**config.mk**
```make
export PLATFORM = sky130hd
export DESIGN_NAME = serial_adder
export DESIGN_NICKNAME = d
export VERILOG_FILES = /design/src/rtl/serial_adder_pkg.sv /design/src/rtl/full_adder.sv /design/src/rtl/serial_adder.sv
export SDC_FILE = /design/constraint.sdc
export NUM_CORES = 1
export LEC_CHECK = 0
export CAP_MARGIN = 25
export CORE_ASPECT_RATIO = 1.4
export CORE_MARGIN = 4
export CORE_UTILIZATION = 40
export DETAILED_ROUTE_END_ITERATION = 8
export SETUP_SLACK_MARGIN = 0.2
export SLEW_MARGIN = 20
export SYNTH_ARGS = -nofsm -noshare
export SYNTH_HDL_FRONTEND = slang
export SYNTH_HIERARCHICAL = 1
export SYNTH_SLANG_ARGS = --single-unit
```
**constraint.sdc**
```tcl
create_clock -name clk -period 2.9 [get_ports clk]
set_clock_uncertainty 0.1 [all_clocks]
set_input_delay 0.58 -clock clk [delete_from_list [all_inputs] [get_ports clk]]
set_output_delay 0.58 -clock clk [all_outputs]
set_load 0.01 [all_outputs]
```
**src/rtl/serial_adder_pkg.sv**
```systemverilog
// Shared types and constants for the bit-serial adder.
package serial_adder_pkg;

  typedef enum logic [1:0] {
    IDLE = 2'd0,
    RUN  = 2'd1,
    DONE = 2'd2
  } sa_state_t;

  localparam int SA_DEFAULT_WIDTH = 8;

endpackage

```
**src/rtl/full_adder.sv**
```systemverilog
// One-bit full adder cell; purely combinational, no backpressure.
module full_adder (
  input  logic a,
  input  logic b,
  input  logic cin,
  output logic sum,
  output logic cout
);

  assign sum  = a ^ b ^ cin;
  assign cout = (a & b) | (a & cin) | (b & cin);

endmodule

```
**src/rtl/serial_adder.sv**
```systemverilog
// Bit-serial a+b+cin, LSB first, through one full_adder; result valid WIDTH cycles after accept.
// Result held while out_valid && !out_ready; in_ready only in IDLE. ovf exists with SERIAL_ADDER_OVF_EN.
module serial_adder
  import serial_adder_pkg::*;
#(
  parameter int WIDTH = SA_DEFAULT_WIDTH
) (
  input  logic             clk,
  input  logic             rst_n,
  input  logic             in_valid,
  output logic             in_ready,
  input  logic [WIDTH-1:0] a,
  input  logic [WIDTH-1:0] b,
  input  logic             cin,
  output logic             out_valid,
  input  logic             out_ready,
  output logic [WIDTH-1:0] sum,
  output logic             cout
`ifdef SERIAL_ADDER_OVF_EN
  ,
  output logic             ovf
`endif
);

  localparam int CW = (WIDTH > 1) ? $clog2(WIDTH) : 1;
  localparam logic [CW-1:0] LAST_BIT = CW'(WIDTH - 1);

  sa_state_t        state;
  logic [WIDTH-1:0] a_sr;
  logic [WIDTH-1:0] b_sr;
  logic [WIDTH-2:0] sum_sr;
  logic [WIDTH-1:0] sum_q;
  logic [WIDTH-1:0] sum_next;
  logic [CW-1:0]    cnt;
  logic             carry;
  logic             cout_q;
  logic             fa_sum;
  logic             fa_cout;
`ifdef SERIAL_ADDER_OVF_EN
  logic             ovf_q;
`endif

  full_adder u_fa (
    .a    (a_sr[0]),
    .b    (b_sr[0]),
    .cin  (carry),
    .sum  (fa_sum),
    .cout (fa_cout)
  );

  // Partial sum with the current bit entering at the MSB; bit 0 of the
  // shifted view is dropped, so the register only keeps WIDTH-1 bits.
  assign sum_next = {fa_sum, sum_sr};

  always_ff @(posedge clk or negedge rst_n) begin
    if (!rst_n) begin
      state  <= IDLE;
      a_sr   <= '0;
      b_sr   <= '0;
      sum_sr <= '0;
      sum_q  <= '0;
      cnt    <= '0;
      carry  <= 1'b0;
      cout_q <= 1'b0;
`ifdef SERIAL_ADDER_OVF_EN
      ovf_q  <= 1'b0;
`endif
    end else begin
      case (state)
        IDLE: begin
          if (in_valid) begin
            a_sr   <= a;
            b_sr   <= b;
            carry  <= cin;
            cnt    <= '0;
            sum_sr <= '0;
            state  <= RUN;
          end
        end
        RUN: begin
          sum_sr <= sum_next[WIDTH-1:1];
          carry  <= fa_cout;
          a_sr   <= a_sr >> 1;
          b_sr   <= b_sr >> 1;
          cnt    <= cnt + CW'(1);
          if (cnt == LAST_BIT) begin
            sum_q  <= sum_next;
            cout_q <= fa_cout;
`ifdef SERIAL_ADDER_OVF_EN
            // carry still holds the carry into the MSB on this edge
            ovf_q  <= carry ^ fa_cout;
`endif
            state  <= DONE;
          end
        end
        DONE: begin
          if (out_ready) state <= IDLE;
        end
        default: state <= IDLE;
      endcase
    end
  end

  assign in_ready  = (state == IDLE);
  assign out_valid = (state == DONE);
  assign sum       = sum_q;
  assign cout      = cout_q;
`ifdef SERIAL_ADDER_OVF_EN
  assign ovf       = ovf_q;
`endif

endmodule

```
==> metrics.cfg, run 1 <==
[yosys]
yosysWarnings = 6
synth.most_common_cell = dfrtp_1
synth.avg_cell_area_um2 = 11.5
synth_cell_types = 27
syn_area_um2 = 1730
ys.flop_type = dfrtp_1
yosysTopAreaCell = dfrtp_1
ys_seq_elements = 38
ys_seq_area_share_pct = 54.8
ys_top_cells_by_count = dfrtp_1 (38), nor3_1 (36), o22ai_1 (15), a22o_1 (9), mux2_4 (9)
synthesis.nets = 175
synthCells = 151
synth_edf_count = 0
yosys.area.top_type_share_pct = 54.8
async_flop_share_pct = 100
synth.area.top_cells = dfrtp_1 (55%), nor3_1 (10%), mux2_4 (7.8%)

[clock_tree]
htreeDepth = 2
cts-root-buf = clkbuf_8
clock_sinks = 38
cts_setup_buffers = 0
clockBufferDepth = 2
numCtsBuffers = 5
postCtsHoldBufs = 0
postCtsResizedCells = 0
clk_latency_ns = 0.28
cts.clk_slew.worst_paths_ns = 0.07
cts_tree = done

[run]
max_cap_viol_count = 0

[finish]
fin_nets = 204
final_area_um2 = 2130
nFillCells = 404
drive_above_1_share_pct = 12.3
n_antenna_cell = 0
area_growth_pct = 22.7

[timing]
final_max_slew_viol_count = 0
min_period_ns = 2.25
setup_violations = 0
layout_setup_ws_ns = 0.646
rsz0062_at_grt = no
worst_pin_slew_ns = 0.836
finalHoldViolations = 0
post-route-period-util_pct = 77.7
timing.hold.ws_ns = 0.299
max_freq_ghz = 0.444
slew_headroom_pct = 44.3
finalSetupTns_ns = 0

[route]
ant_nets = 0
wl_met1_mm = 1.57
routed_wl_mm = 3.50
wl_per_cell_um = 15.6
met3WireLength_um = 138
vias_per_cell = 5.73
via_count = 1283
highest_layer = met4
drt_pass1_iterations = 4
drt-initial-drc-count = 36
met2_length_mm = 1.71
drc = 0

[die]
die_y_um = 85.9
ios = 32
dieWidth_um = 63.7
core-area_um2 = 4200
rows = 28
start_util_pct = 41.2
die_area_um2 = 5470

[setup_path]
start_kind = register
endpoint_kind = primary output
cp_cell_sequence = nor2_1 > clkdlybuf4s50_1
crit_type = register to primary output
crit_required_ns = 2.22
cp_num_buf_inv = 1
r2r_cells = 3
path_depth = 2
path_max_fanout = 18
cp_data_arrival_time_ns = 1.57
critical_path.top_delay_family = flip-flops
max_stage_delay_ns = 0.57
crit_path_top_delay_cell = dfrtp_1

[global_route]
antenna_found_initial = 0
grt-ovfl-total = 0
grt_pass1_vias = 1333
grt_pass1_wl_mm = 6.20
grt_max_degree = 39
grt_util_all_layers_pct = 14.3

[placed_design]
port_buffers = 31
place_area_um2 = 2050
place_congestion = 0.792
dp_hpwl_mm = 2.47
place_ws_ns = 0.800

[pwr]
totalPowerFinal_mw = 2.17
peakVddDrop_v = 0.000416
power_density_nw_per_um2 = 1020
cellLeakagePower_nw = 0.902

[worst_hold_path]
hp-class = primary input to asynchronous set/reset pin

[status]
status = completed

==> through the flow <==
stage / instances / util (%)
floorplan: 151 / -
global placement: 218 / 48.7
detailed placement: 218 / 48.7
CTS: 224 / 50.6
global route: 224 / 50.6
finish: 224 / 50.6
==> flip-flops by register name (all words and copies together), names as in the netlist <==
name    count
cnt         3
sum_sr      7
b_sr        8
a_sr        8
carry       1
state       2
cout        1
sum         8
==> path summary, 6_finish.rpt <==
path                            startpoint        to  slack (ns)
worst max-delay path              state[0]  in_ready        0.65
worst min-delay path                 rst_n    sum[0]        0.30
worst max register to register    state[0]    sum[6]        1.03
worst min register to register      cnt[0]    cnt[0]        0.41
max in group asynchronous            rst_n    sum[7]        1.87
min in group clk                    cnt[0]    cnt[0]        0.41
==> placed cells by master, fill, tap and decap left out, types with 2 or more instances in the layout <==
master,synthesis,layout
clkbuf_8,0,6
nand2b_1,2,2
a22o_1,9,9
dfrtp_1,38,38
o32ai_1,3,3
buf_4,1,3
o21ai_0,4,4
nor2_1,7,7
nand2_1,3,3
o22ai_1,15,15
ha_1,2,2
mux2_4,9,9
clkdlybuf4s50_1,0,30
nor3_1,36,36
==> layer usage <==
layer / up-vias / GRT usage, %
li1: 618 / -
met1: 629 / 18.1
met4: 0 / 5.70
met5: - / 0
met2: 30 / 23.2
met3: 6 / 3.80
==> area by class of cell <==
class	instances	area [um2]	area share, %
Clock buffer	6	82.6	3.88
Inverter	2	7.51	0.353
Multi-Input combinational cell	99	703	33.0
Sequential cell	38	951	44.7
Tap cell	45	56.3	2.65
Timing Repair Buffer	34	328	15.4
==> report_power, final <==
| group | total [mW] | internal (mW) | switching (mW) | leakage, nW |
|---|---|---|---|---|
| Sequential | 0.967 | 0.773 | 0.194 | 0.465 |
| Combinational | 0.859 | 0.472 | 0.387 | 0.394 |
| Clock | 0.347 | 0.183 | 0.164 | 0.0431 |
| Total | 2.17 | 1.43 | 0.745 | 0.902 |
==> cell families (layout without fill, tap and decap cells) <==
group	Yosys count	after routing	share of synthesized area, %
mux	10	10	8.37
buf+inv	14	42	4.62
fa+ha+maj	3	3	2.60
flops	38	38	54.8
compound gates	34	34	14.0
simple gates	52	52	15.6
(Power assumes the default switching activity.)
==> run 2, diff against run 1 <==
- PLACE_DENSITY: default -> 0.66
- clock period: 2.9 -> 1.86 ns (I/O delays scaled with it)
==> metrics.cfg, run 2 (same netlist as run 1, synthesis figures left out) <==
[setup_path]
crit_required_ns = 1.39  ; was 2.22 ns
start_kind = register  ; unchanged
r2r_cells = 4  ; was 3
cp_data_arrival_time_ns = 1.09  ; was 1.57 ns
endpoint_kind = primary output  ; unchanged
ff2ff_setup_slack_ns = 0.32  ; was 1.03 ns
r2r_start = state[0]  ; unchanged
startpoint = state[0]  ; unchanged
path_max_fanout = 3  ; was 18
crit_end = in_ready  ; unchanged
regToRegEndpoint = sum[6]  ; unchanged
crit_type = register to primary output  ; unchanged

[timing]
setup_violations = 0  ; unchanged
min_period_ns = 1.56
post-route-period-util_pct = 84.0
finalSetupTns_ns = 0  ; unchanged
layout_setup_ws_ns = 0.298  ; was 0.646 ns
slew_headroom_pct = 67.8  ; was 44.3%
final_max_slew_viol_count = 0  ; unchanged
max_freq_ghz = 0.640
timing.hold.ws_ns = 0.0301  ; was 0.299 ns
rsz0062_at_grt = no  ; unchanged
finalHoldViolations = 0  ; unchanged
worst_pin_slew_ns = 0.483  ; was 0.836 ns

[global_route]
grt_util_all_layers_pct = 13.7  ; was 14.3%
antenna_found_initial = 0  ; unchanged
grt_pass1_vias = 1284  ; was 1333
grt_pass1_wl_mm = 5.95  ; was 6.20 mm
grt-ovfl-total = 0  ; unchanged
grt_max_degree = 39  ; unchanged

[clock_tree]
cts.clk_slew.worst_paths_ns = 0.07  ; about the same
cts-root-buf = clkbuf_8  ; unchanged
htreeDepth = 2  ; unchanged
numCtsBuffers = 5  ; unchanged
clockBufferDepth = 2  ; unchanged
clk_latency_ns = 0.28  ; about the same
postCtsHoldBufs = 0  ; unchanged
cts_tree = done  ; unchanged
cts_setup_buffers = 0  ; unchanged
clock_sinks = 38  ; unchanged

[pwr]
cellLeakagePower_nw = 1.04  ; was 0.902 nW
peakVddDrop_v = 0.000542  ; was 0.000416 V
power_density_nw_per_um2 = 1540  ; was 1020 nW/um2
totalPowerFinal_mw = 3.36  ; was 2.17 mW

[die]
core-area_um2 = 4200  ; unchanged
die_area_um2 = 5470  ; unchanged
dieWidth_um = 63.7  ; unchanged
die_y_um = 85.9  ; unchanged
ios = 32  ; unchanged
rows = 28  ; unchanged
start_util_pct = 41.2  ; unchanged

[placed_design]
place_inst = 222  ; was 218
place_congestion = 0.789  ; was 0.792
place_area_um2 = 2090  ; was 2050 um2
port_buffers = 31  ; unchanged
dp_hpwl_mm = 2.34  ; was 2.47 mm
place_ws_ns = 0.00898  ; was 0.800 ns

[run]
max_cap_viol_count = 0  ; unchanged

[finish]
fin_util_pct = 52.0  ; was 50.6%
instances_no_fill = 229  ; was 224
n_antenna_cell = 0  ; unchanged
final_common_cell = dfrtp_1  ; unchanged
layout_common_cells = dfrtp_1 (38), nor3_1 (36), clkdlybuf4s50_1 (19)  ; was dfrtp_1 (38), nor3_1 (36), clkdlybuf4s50_1 (30)
drive_above_1_share_pct = 14.7  ; was 12.3%
fin_nets = 208  ; was 204
area_growth_pct = 26.1  ; was 22.7%
final_area_um2 = 2190  ; was 2130 um2

[route]
routed_wl_mm = 3.37  ; was 3.50 mm
drt_pass1_iterations = 4  ; unchanged
via_count = 1255  ; was 1283
drt-initial-drc-count = 53  ; was 36
drc = 0  ; unchanged
wl_per_cell_um = 14.7  ; was 15.6 um
ant_nets = 0  ; unchanged
vias_per_cell = 5.48  ; was 5.73

[worst_hold_path]
hp-class = primary input to asynchronous set/reset pin  ; unchanged

[status]
status = completed  ; unchanged

## run 2: cell count changes in the layout (fill, tap and decap cells not counted), sizes merged
cell,change
clkdlybuf4s50,-11
dlymetal6s2s,+8
buf,+4
dlygate4sd2,+2
clkbuf,+1
clkdlybuf4s15,+1
## run 2: repair_timing
| item | 4_1_cts | 5_1_grt |
|---|---|---|
| setup endpoints to repair | 3 | 24 |
| resized for setup | 3 | 11 |
| pin swaps | 0 | 0 |
## run 2: report_power, final
| group | total (mW) | switching (mW) | internal (mW) | leakage [nW] |
|---|---|---|---|---|
| Sequential | 1.47 | 0.264 | 1.21 | 0.465 |
| Combinational | 1.38 | 0.632 | 0.743 | 0.533 |
| Clock | 0.514 | 0.257 | 0.258 | 0.0383 |
| Total | 3.36 | 1.15 | 2.21 | 1.04 |
## run 2: worst min path at each step
stage | start | endpoint | slack (ns) | cells after the start
final | rst_n | sum[0] | 0.03 | 2
after global routing | rst_n | sum[0] | 0.06 | 2
after floorplan | rst_n | a_sr[0] | -0.02 | 0
after global placement | rst_n | sum[1] | 0.34 | 2
after detailed placement | rst_n | sum[0] | 0.35 | 2
after CTS | rst_n | a_sr[1] | 0.04 | 2
## run 2: layout make-up
cell class                 instances  area, um2
clock buffer                       7       76.3
sequential                        38        951
tap                               45       56.3
inverter                           2       7.51
fill                             387       2020
timing repair buffer              38        388
multi-input combinational         99        708
## run 2: routing by layer
layer	share of wire [%]	vias to the layer above	GRT usage, %
met5	0	-	0
met4	2.1	0	7.07
met3	3.5	7	3.28
met2	47	32	20.9
met1	47	594	18.0
li1	-	622	-
## run 2: critical path: stages, from the launching register on
cell           delay [ns]
dfrtp_1              0.42
nor2_1               0.11
dlygate4sd2_1        0.27
==> run 3, diff against run 2 <==
- PLACE_DENSITY: 0.66 -> default
- clock period: 1.86 -> 1.6 ns (I/O delays scaled with it)
==> metrics.cfg, run 3 (same netlist as run 1, synthesis figures left out) <==
[status]
status = completed  ; unchanged

[timing]
final_max_slew_viol_count = 0  ; unchanged
worst_pin_slew_ns = 0.379  ; was 0.483 ns
finalHoldViolations = 0  ; unchanged
max_freq_ghz = 0.688
layout_setup_ws_ns = 0.146  ; was 0.298 ns
setup_violations = 0  ; unchanged
slew_headroom_pct = 74.7  ; was 67.8%
timing.hold.ws_ns = 0.380  ; was 0.0301 ns
rsz0062_at_grt = yes  ; was no
finalSetupTns_ns = 0  ; unchanged
post-route-period-util_pct = 90.9
min_period_ns = 1.45

[clock_tree]
cts_tree = done  ; unchanged
clockBufferDepth = 2  ; unchanged
htreeDepth = 2  ; unchanged
cts-root-buf = clkbuf_8  ; unchanged
numCtsBuffers = 5  ; unchanged
clock_sinks = 38  ; unchanged
clk_latency_ns = 0.29  ; was 0.28 ns
cts.clk_slew.worst_paths_ns = 0.07  ; about the same

[finish]
final_common_cell = dfrtp_1  ; unchanged
drive_above_1_share_pct = 30.7  ; was 14.7%
fin_nets = 223  ; was 208
fin_util_pct = 57.1  ; was 52.0%
final_area_um2 = 2400  ; was 2190 um2
instances_no_fill = 244  ; was 229
area_growth_pct = 38.5  ; was 26.1%
n_antenna_cell = 0  ; unchanged
nFillCells = 378  ; was 387
layout_common_cells = dfrtp_1 (38), nor3_1 (29), clkdlybuf4s50_1 (19)  ; was dfrtp_1 (38), nor3_1 (36), clkdlybuf4s50_1 (19)

[die]
die_area_um2 = 5470  ; unchanged
rows = 28  ; unchanged
start_util_pct = 41.2  ; unchanged
core-area_um2 = 4200  ; unchanged
die_y_um = 85.9  ; unchanged
dieWidth_um = 63.7  ; unchanged
ios = 32  ; unchanged

[route]
drt-initial-drc-count = 37  ; was 53
drt_pass1_iterations = 4  ; unchanged
wl_per_cell_um = 15.8  ; was 14.7 um
via_count = 1343  ; was 1255
ant_nets = 0  ; unchanged
vias_per_cell = 5.50  ; was 5.48
drc = 0  ; unchanged
routed_wl_mm = 3.84  ; was 3.37 mm

[run]
max_cap_viol_count = 0  ; unchanged

[setup_path]
path_max_fanout = 4  ; was 3
cp_num_buf_inv = 2  ; was 1
cp_data_arrival_time_ns = 1.03  ; was 1.09 ns
crit_type = register to primary output  ; unchanged
crit_required_ns = 1.18  ; was 1.39 ns
endpoint_kind = primary output  ; unchanged
start_kind = register  ; unchanged
crit_top_cell = buf_6
critical_path.top_delay_family = flip-flops  ; unchanged
crit_path_top_delay_cell = dfrtp_1  ; unchanged
cp_cell_sequence = buf_6 > nor2_4 > buf_6  ; was nor2_1 > dlygate4sd2_1
max_stage_delay_ns = 0.40  ; was 0.42 ns

[placed_design]
port_buffers = 31  ; unchanged
place_ws_ns = -0.0829  ; was 0.00898 ns
place_area_um2 = 2160  ; was 2090 um2
place_congestion = 0.837  ; was 0.789
dp_hpwl_mm = 2.70  ; was 2.34 mm
place_inst = 229  ; was 222

[global_route]
grt-ovfl-total = 0  ; unchanged
grt_max_degree = 24  ; was 39
grt_pass1_wl_mm = 6.68  ; was 5.95 mm
grt_pass1_vias = 1444  ; was 1284
grt_util_all_layers_pct = 15.4  ; was 13.7%
antenna_found_initial = 0  ; unchanged

[pwr]
cellLeakagePower_nw = 1.04  ; about the same
power_density_nw_per_um2 = 1780  ; was 1540 nW/um2
totalPowerFinal_mw = 4.27  ; was 3.36 mW
peakVddDrop_v = 0.000762  ; was 0.000542 V

[worst_hold_path]
hp-class = primary input to asynchronous set/reset pin  ; unchanged

## run 3: routing by layer
metal / up-vias / GRT usage [%] / share of wire [%] / wire [um]
met3: 5 / 4.33 / 3.6 / 137
met5: - / 0 / 0 / 0
li1: 657 / - / - / -
met2: 29 / 26.0 / 51 / 1970
met1: 652 / 19.0 / 44 / 1690
met4: 0 / 5.11 / 1.2 / 47
## run 3: path summary, 6_finish.rpt
| path | start | to | slack [ns] | cells past startpoint |
|---|---|---|---|---|
| hold reg to reg | cnt[0] | cnt[0] | 0.39 | 1 |
| max in group asynchronous | rst_n | sum[5] | 0.49 | 3 |
| setup / recovery | state[0] | in_ready | 0.15 | 3 |
| hold / removal | rst_n | sum[1] | 0.38 | 2 |
| min in group clk | cnt[0] | cnt[0] | 0.39 | 1 |
| setup reg to reg | state[1] | sum[5] | 0.16 | 4 |
## run 3: what timing repair did
action                                  CTS  global route
gates cloned                              1             0
endpoints found under the setup margin   37            40
buffers inserted                          4             2
hold buffers                              1             0
pin swaps                                 4             1
hold endpoints to repair                 16             0
gates resized for setup                  38            10
## run 3: report_power, final
part	switching (mW)	leakage, nW	internal, mW
logic	0.865	0.529	1.07
registers	0.325	0.465	1.40
clock network	0.317	0.0438	0.292
total	1.51	1.04	2.76
## run 3: final cells by class
class	instances	area, um2	share of cell area (%)
timing repair buffer	53	502	20.9
sequential	38	951	39.6
clock buffer	5	68.8	2.86
tap	45	56.3	2.34
inverter	2	10.0	0.417
multi-input combinational	99	805	33.5
clock inverter	2	10.0	0.417
